<file path="src/rtl/sync_lifo.sv">
// sync_lifo: single-clock LIFO stack on a pointer-addressed register array.
// Zero-latency peek, status outputs, push+pull replace, sticky error flags.
module sync_lifo #(
   parameter  int WIDTH     = 8,
   parameter  int DEPTH     = 8,
   parameter  int AFULL_LVL = DEPTH - 1,
   localparam int CW        = $clog2(DEPTH + 1)
) (
   input  logic             clkin,
   input  logic             rst,
   input  logic             psh,
   input  logic             pll,
   input  logic             err_clr,
   input  logic [WIDTH-1:0] in,
   output logic [WIDTH-1:0] out,
   output logic             full,
   output logic             empty,
   output logic             almost_full,
   output logic [CW-1:0]    count,
   output logic             ovf,
   output logic             udf
);

   localparam int AW = $clog2(DEPTH);

   logic [WIDTH-1:0] mem_q [DEPTH];
   logic [CW-1:0]    sp_q, sp_d;
   logic             ovf_q, ovf_d;
   logic             udf_q, udf_d;
   logic             we;
   logic [AW-1:0]    waddr;
   logic [AW-1:0]    top_idx;
   logic             is_full, is_empty;
   logic             ovf_ev, udf_ev;

   assign is_full  = (sp_q == CW'(DEPTH));
   assign is_empty = (sp_q == '0);

   // Guarded so an empty stack never forms an out-of-range index.
   assign top_idx  = is_empty ? '0 : AW'(sp_q - CW'(1));

   // Decode the requested operation against the current fill state.
   always_comb begin
      sp_d   = sp_q;
      we     = 1'b0;
      waddr  = top_idx;
      ovf_ev = 1'b0;
      udf_ev = 1'b0;
      unique case ({psh, pll})
         2'b10: begin
            if (is_full) begin
               ovf_ev = 1'b1;
            end else begin
               we    = 1'b1;
               waddr = AW'(sp_q);
               sp_d  = sp_q + CW'(1);
            end
         end
         2'b01: begin
            if (is_empty) udf_ev = 1'b1;
            else          sp_d   = sp_q - CW'(1);
         end
         2'b11: begin
            if (is_empty) begin
               we     = 1'b1;
               waddr  = '0;
               sp_d   = CW'(1);
               udf_ev = 1'b1;
            end else begin
               we    = 1'b1;
               waddr = top_idx;
            end
         end
         default: ;
      endcase
      // An error on the same edge as err_clr keeps the flag set.
      ovf_d = ovf_ev | (ovf_q & ~err_clr);
      udf_d = udf_ev | (udf_q & ~err_clr);
   end

   // Stack pointer and sticky flags; reset discards any pending operation.
   always_ff @(posedge clkin) begin
      if (rst) begin
         sp_q  <= '0;
         ovf_q <= 1'b0;
         udf_q <= 1'b0;
      end else begin
         sp_q  <= sp_d;
         ovf_q <= ovf_d;
         udf_q <= udf_d;
      end
   end

   // Storage array; contents are never reset, popped words are left in place.
   always_ff @(posedge clkin) begin
      if (we && !rst) mem_q[waddr] <= in;
   end

   assign out         = is_empty ? '0 : mem_q[top_idx];
   assign full        = is_full;
   assign empty       = is_empty;
   assign almost_full = (sp_q >= CW'(AFULL_LVL));
   assign count       = sp_q;
   assign ovf         = ovf_q;
   assign udf         = udf_q;

endmodule

</file>
<file path="config.mk">
export PLATFORM = sky130hd
export DESIGN_NAME = sync_lifo
export DESIGN_NICKNAME = d
export VERILOG_FILES = /design/src/rtl/sync_lifo.sv
export SDC_FILE = /design/constraint.sdc
export NUM_CORES = 1
export LEC_CHECK = 0
export BUFFER_PORTS_ARGS = -buffer_cell sky130_fd_sc_hd__buf_2
export CAP_MARGIN = 30
export CORE_MARGIN = 1
export CORE_UTILIZATION = 40
export DETAILED_ROUTE_END_ITERATION = 8
export PLACE_DENSITY_LB_ADDON = 0.2
export SLEW_MARGIN = 10
export SYNTH_ARGS = -nofsm -noshare
export SYNTH_HDL_FRONTEND = slang
export SYNTH_SLANG_ARGS = --single-unit
export TNS_END_PERCENT = 5
</file>
<file path="constraint.sdc">
create_clock -name clkin -period 7 [get_ports clkin]
set_input_delay 0.7 -clock clkin [delete_from_list [all_inputs] [get_ports clkin]]
set_output_delay 0.7 -clock clkin [all_outputs]
set_load 0.02 [all_outputs]
</file>
==> impl_metrics.py, run 1 <==
metrics = {
    "run_status": {
        "status": "completed",
    },
    "yosys": {
        "ys_warn_count": 0,
        "synth_xor_area_share_pct": 0.8277,
        "combinational_family_with_the_most_area_after_synthesis": "compound AO/OA/AOI/OAI gates",
        "synth.area.mux_share_pct": 10.09,
        "yosys.area.top_type_share_pct": 60.54,
        "compound_gate_portion_of_the_synthesized_area_pct": 12.85,
        "primary_ff_master_synth": "sky130_fd_sc_hd__edfxtp_1",
        "synth_async_sr_flop_share_pct": 0,
        "most_frequent_cells_after_synthesis": "64 x sky130_fd_sc_hd__edfxtp_1, 32 x sky130_fd_sc_hd__mux2i_1, 12 x sky130_fd_sc_hd__o22ai_1, 9 x sky130_fd_sc_hd__nor3_1, 9 x sky130_fd_sc_hd__o221ai_1",
        "syn_area_sq_um": 3174,
        "syn_area_per_cell_sq_um": 14.30,
        "synth_sequential_area_ratio_pct": 64.33,
        "synth_edf_count": 64,
        "synth.lib_cells_used.distinct": 44,
        "synth_nets": 238,
        "synth_simple_gate_area_share_pct": 8.435,
        "synthTopCellsByArea": "sky130_fd_sc_hd__edfxtp_1 61%, sky130_fd_sc_hd__mux2i_1 10%, sky130_fd_sc_hd__dfxtp_1 3.8%",
        "yosys.area_share.adder_pct": 1.182,
        "yosys_register_bits": 70,
        "yosysMostFrequentCell": "sky130_fd_sc_hd__edfxtp_1",
        "synthesis.instances": 222,
        "netlist.top_cell.by_area": "sky130_fd_sc_hd__edfxtp_1",
    },
    "pwr": {
        "fin_total_pwr_uw": 1536,
        "power.density_cell_area_nw_per_um2": 421.7,
        "p_comb_share_pct": 46.2,
        "intPower_uw": 905.0,
        "sw_frac_of_total_pct": 41.08,
        "leakagePower_uw": 0.001249,
        "irDropWorstVdd_mv": 0.2124,
        "p_clk_share_pct": 19.9,
        "seq_power_share_pct": 33.9,
        "power.switching_uw": 630.9,
    },
    "clock_tree": {
        "cts_buffer_count": 9,
        "postCtsResizedCells": 0,
        "htree_depth": 3,
        "cts.root.buffer_cell": "sky130_fd_sc_hd__clkbuf_8",
        "path_clk_slew_ns": 0.09,
        "cts_hold_buf": 0,
        "cts_post_setup_buffers_inserted": 0,
        "clock_sink_count": 70,
        "clock_tree.buffer_depth": 2,
        "clock_latency_ns": 0.34,
        "tritoncts": "built",
    },
    "setup_path": {
        "worstReg2RegStart": "count[0]$_SDFFE_PP0P_",
        "cp_data_required_time_ns": 6.30,
        "crit_path_end_kind": "output pin",
        "critPathMaxFanout": 45,
        "regToRegEndpoint": "mem_q[4][0]$_DFFE_PP_",
        "endpoint": "out[6]",
        "worst_path_cell_trace": "buf_4, inv_1, ha_1, nor3b_4, nor2_2, o221ai_1, o21a_1, buf_2",
        "critPathLaunch": "count[0]$_SDFFE_PP0P_",
        "critical_path_class": "reg2out",
        "worst-endpoint-arrival_ns": 3.15,
        "cp_num_cells": 8,
        "critPathTopFamily": "buffers and inverters",
        "reg2regPathDepth": 8,
        "crit_path_top_delay_cell": "sky130_fd_sc_hd__nor2_2",
        "critical_path.startpoint_type": "flop",
        "path_buf_inv": 3,
        "r2r_setup_slack_ns": 3.71,
        "worst_path_largest_cell_delay_ns": 0.59,
    },
    "sta": {
        "max_clk_rate_mhz": 259.8,
        "layout_worst_path_cycle_share_pct": 54.98,
        "report.final.hold_viol_count": 0,
        "rsz0062_at_grt": "false",
        "worst_slack_ns": 3.151,
        "clock_skew_ns": 0.009750,
        "finalSetupTns_ns": 0,
        "final-max-slew-violation-count": 0,
        "setup_violations": 0,
        "slew_headroom_pct": 49.36,
        "timing.final.crit_period_ns": 3.849,
        "tightestPinTransition_ns": 0.7501,
    },
    "placed_design": {
        "place_ws_ns": 3.518,
        "detailedPlacementHpwl_um": 3838,
        "port-buffer-count": 29,
        "gp_routability_congestion": 0.7624,
    },
    "detailed_routing": {
        "post_drt_wl_per_cell_um": 17.01,
        "final_antenna_net_count": 0,
        "vias": 1911,
        "drt_wl_total_um": 6227,
        "drtPass1Iterations": 4,
        "detail_route.drc_violations": 0,
        "dr.first_iter.drc_count": 86,
        "post_drt_via_cell_ratio": 5.221,
    },
    "die": {
        "rows": 32,
        "floorplan.die.height_um": 91.08,
        "io_pins": 30,
        "die_area_sq_um": 8296,
        "initial_utilization_pct": 41.29,
        "core_region_area_sq_um": 7687,
        "chipWidth_um": 91.08,
    },
    "global_route": {
        "via_count_of_the_first_global_routing_pass": 1816,
        "antenna_found_initial": 0,
        "largest_net_degree_at_the_start_of_global_routing": 46,
        "grt_use_total_pct": 16.11,
        "grt_first_pass_wirelength_um": 9963,
        "total_gr_overflow": 0,
    },
    "cells_and_area": {
        "design.final.nets": 275,
        "antenna-diode-count": 0,
        "syn_to_final_growth_pct": 14.74,
        "area.sequential_sq_um": 2043,
        "num-fill-cells": 699,
        "multiInputGateArea_sq_um": 1060,
        "drive_above_1_share_pct": 22.73,
    },
    "flow_run": {
        "cap_viol_max_count": 0,
    },
    "worst_hold_path": {
        "timing.hold.worst.class": "reg2reg",
    },
}
==> how the worst min path moves through the flow <==
stage / from / endpoint / cells past startpoint
after floorplan: count[3]$_SDFFE_PP0P_ / count[0]$_SDFFE_PP0P_ / 2
after global placement: ovf$_SDFF_PP0_ / ovf$_SDFF_PP0_ / 3
after detailed placement: count[3]$_SDFFE_PP0P_ / count[0]$_SDFFE_PP0P_ / 2
after CTS: count[3]$_SDFFE_PP0P_ / count[0]$_SDFFE_PP0P_ / 2
after global routing: rst / count[2]$_SDFFE_PP0P_ / 2
final: count[3]$_SDFFE_PP0P_ / count[0]$_SDFFE_PP0P_ / 2
==> per-layer routing <==
metal,vias to the layer above,track usage (%),routed length (um)
li1,951,-,-
met1,928,20.90,2942
met2,24,26.39,3045
met3,8,3.685,147
met4,0,5.952,91
met5,-,0,0
==> cells in the final DEF (no fill, tap or decap), types with 5 or more instances in the layout <==
cell	instances
sky130_fd_sc_hd__edfxtp_1	64
sky130_fd_sc_hd__mux2i_1	32
sky130_fd_sc_hd__buf_2	29
sky130_fd_sc_hd__o22ai_1	12
sky130_fd_sc_hd__o221ai_1	9
sky130_fd_sc_hd__nor3_1	9
sky130_fd_sc_hd__clkbuf_8	9
sky130_fd_sc_hd__buf_4	9
sky130_fd_sc_hd__nand2_1	8
sky130_fd_sc_hd__o21a_1	8
sky130_fd_sc_hd__nor2b_1	7
sky130_fd_sc_hd__nor2_1	6
sky130_fd_sc_hd__a21oi_1	6
sky130_fd_sc_hd__dfxtp_1	5
==> cell type report <==
type	instances	share of cell area, %
well taps	102	3.504
inverters	3	0.3092
clock buffers	9	3.401
flip-flops and latches	70	56.10
multi-input cells	137	29.10
repair buffers	38	5.840
clock inverters	7	1.752
==> power groups by stage <==
| stage | logic [uW] | registers, uW | clock network, uW |
|---|---|---|---|
| 4_1_cts | 718 | 521 | 313 |
| 3_5_place_dp | 713 | 530 | 0 |
| 5_1_grt | 767 | 524 | 332 |
| 6_report | 710 | 520 | 306 |
| 2_1_floorplan | 528 | 535 | 0 |
| 3_3_place_gp | 709 | 528 | 0 |
==> worst reg2reg max path: cells and delay by family (launching register included) <==
kind	cells	cell delay, ns
simple gates	3	1.29
fa+ha+maj	1	0.26
buf+inv	3	0.84
compound gates	1	0.30
flops	1	0.32
==> through the flow <==
stage	std cells	hold slack, ns	cell area (sq um)	utilization [%]
floorplan	222	0.5931	3174	-
global placement	350	0.5773	3455	44.94
detailed placement	350	0.5724	3455	44.94
CTS	366	0.5854	3642	47.38
global route	366	0.6196	3642	47.38
finish	366	0.5716	3642	47.38
==> cells by family after synthesis <==
kind of cell / Yosys count
mux: 32
xor+xnor: 3
buf+inv: 15
fa+ha+maj: 3
compound gates: 53
flops: 70
simple gates: 46
==> flip-flops by register name (all words and copies together), names as in the netlist <==
| name | flops |
|---|---|
| udf | 1 |
| mem_q | 64 |
| ovf | 1 |
| count | 4 |
No activity file was read; power rests on OpenSTA's default activity.
==> run 2: changes to the inputs <==
clock period = 3.95 ns   (was 7 ns; I/O delays follow)
==> impl_metrics.py, run 2 (synthesis gave the netlist of run 1 again) <==
metrics = {
    "run_status": {
        "status": "completed",
    },
    "cells_and_area": {
        "drive_above_1_share_pct": 22.73,
        "antenna-diode-count": 0,
        "top_library_cells_by_usage_in_the_layout_fill_and_taps_aside": "64 x sky130_fd_sc_hd__edfxtp_1, 32 x sky130_fd_sc_hd__mux2i_1, 29 x sky130_fd_sc_hd__buf_2, 12 x sky130_fd_sc_hd__o22ai_1",
        "max_ffs_per_register": 64,
        "layout.core_utilization_pct": 47.92,
        "num-fill-cells": 700,
        "syn_to_final_growth_pct": 16.04,
        "largest_register": "mem_q",
        "layout.cells.most_common": "sky130_fd_sc_hd__edfxtp_1",
        "design.final.nets": 275,
        "finalInstanceArea_sq_um": 3684,
    },
    "sta": {
        "slew_headroom_pct": 49.24,
        "final-max-slew-violation-count": 0,
        "timing.final.crit_period_ns": 3.060,
        "finalSetupTns_ns": 0,
        "rsz0062_at_grt": "false",
        "clock_skew_ns": 0.009906,
        "final.hold.worst_slack_ns": 0.3144,
        "setup_violations": 0,
        "layout_worst_path_cycle_share_pct": 77.47,
        "report.final.hold_viol_count": 0,
        "max_clk_rate_mhz": 326.8,
        "tightestPinTransition_ns": 0.7518,
    },
    "placed_design": {
        "gp_routability_congestion": 0.8356,
        "detailedPlacementHpwl_um": 4264,
        "port-buffer-count": 29,
        "placed_cell_area_sq_um": 3455,
    },
    "die": {
        "chipWidth_um": 91.08,
        "core_region_area_sq_um": 7687,
        "io_pins": 30,
        "floorplan.die.height_um": 91.08,
        "rows": 32,
        "initial_utilization_pct": 41.29,
        "die_area_sq_um": 8296,
    },
    "setup_path": {
        "cp_data_required_time_ns": 3.56,
        "critPathLaunch": "count[1]$_SDFFE_PP0P_",
        "crit_path_end_kind": "output pin",
        "worst-endpoint-arrival_ns": 2.66,
        "critical_path_class": "reg2out",
        "critPathMaxFanout": 18,
        "critical_path.startpoint_type": "flop",
        "worstReg2RegStart": "count[1]$_SDFFE_PP0P_",
    },
    "pwr": {
        "sw_frac_of_total_pct": 39.52,
        "power.density_cell_area_nw_per_um2": 775.6,
        "seq_power_share_pct": 32.3,
        "power.switching_uw": 1129,
        "leakagePower_uw": 0.001271,
        "irDropWorstVdd_mv": 0.2807,
        "intPower_uw": 1728,
        "fin_total_pwr_uw": 2857,
        "p_comb_share_pct": 44.5,
        "p_clk_share_pct": 23.2,
    },
    "clock_tree": {
        "clock_sink_count": 70,
        "cts_post_setup_buffers_inserted": 0,
        "clock_latency_ns": 0.35,
        "cts_hold_buf": 0,
        "tritoncts": "built",
        "postCtsResizedCells": 0,
        "clock_tree.buffer_depth": 2,
        "htree_depth": 3,
        "path_clk_slew_ns": 0.08,
        "cts.root.buffer_cell": "sky130_fd_sc_hd__clkbuf_8",
        "cts_buffer_count": 9,
    },
    "global_route": {
        "grt_use_total_pct": 17.07,
        "total_gr_overflow": 0,
        "via_count_of_the_first_global_routing_pass": 1882,
        "largest_net_degree_at_the_start_of_global_routing": 45,
        "antenna_found_initial": 0,
        "grt_first_pass_wirelength_um": 10380,
    },
    "worst_hold_path": {
        "hold_wc_startpoint": "rst",
        "timing.hold.worst.class": "in2reg",
    },
    "detailed_routing": {
        "drt_wl_total_um": 6655,
        "vias": 1982,
        "drtPass1Iterations": 4,
        "detail_route.drc_violations": 0,
        "dr.first_iter.drc_count": 88,
        "final_antenna_net_count": 0,
        "post_drt_via_cell_ratio": 5.415,
        "post_drt_wl_per_cell_um": 18.18,
    },
    "flow_run": {
        "cap_viol_max_count": 0,
    },
}
-- run 2: changes by cell type in the layout (fill, tap and decap cells not counted), sizes merged --
cell,before,now
clkinvlp,2,1
bufinv,0,2
inv,7,6
-- run 2: through the flow --
| step | worst slack [ns] | instances |
|---|---|---|
| 2_1_floorplan | 0.9220 | 222 |
| 3_3_place_gp | 1.231 | 350 |
| 3_5_place_dp | 1.155 | 350 |
| 4_1_cts | 0.8504 | 366 |
| 5_1_grt | 0.6925 | 366 |
| 6_report | 0.8901 | 366 |
-- run 2: worst paths after layout --
check | endpoint | slack (ns) | cells past startpoint
worst max register to register | mem_q[0][1]$_DFFE_PP_ | 1.15 | 7
worst max-delay path | out[3] | 0.89 | 7
worst min-delay path | count[2]$_SDFFE_PP0P_ | 0.31 | 2
worst min register to register | count[0]$_SDFFE_PP0P_ | 0.58 | 2
-- run 2: cell type report --
type / count / area [sq um] / area share [%]
flip-flops and latches: 70 / 2043 / 55.47
multi-input cells: 137 / 1060 / 28.77
repair buffers: 38 / 212.7 / 5.774
well taps: 102 / 127.6 / 3.465
clock buffers: 9 / 123.9 / 3.363
clock inverters: 7 / 105.1 / 2.853
inverters: 3 / 11.26 / 0.3057
-- run 2: layer usage --
metal	track usage [%]	up-vias	part of all wire, %
met2	24.37	46	45
met4	7.011	0	1.7
met3	4.606	12	4.2
met1	24.51	974	49
met5	0	-	0
li1	-	950	-
-- run 2: worst max-delay path: stages (launching register included) --
cell and delay [ns]:
sky130_fd_sc_hd__dfxtp_1 0.42, sky130_fd_sc_hd__inv_1 0.17, sky130_fd_sc_hd__ha_1 0.28, sky130_fd_sc_hd__nor3b_4 0.22, sky130_fd_sc_hd__nor2_2 0.60, sky130_fd_sc_hd__o221ai_1 0.30, sky130_fd_sc_hd__o21a_1 0.17, sky130_fd_sc_hd__buf_2 0.15
-- run 2: power groups by stage --
stage	Sequential [uW]	Clock (uW)	Combinational [uW]
floorplan	949	0	936
global placement	939	0	1270
detailed placement	941	0	1270
CTS	923	671	1280
global route	931	706	1360
finish	923	662	1270
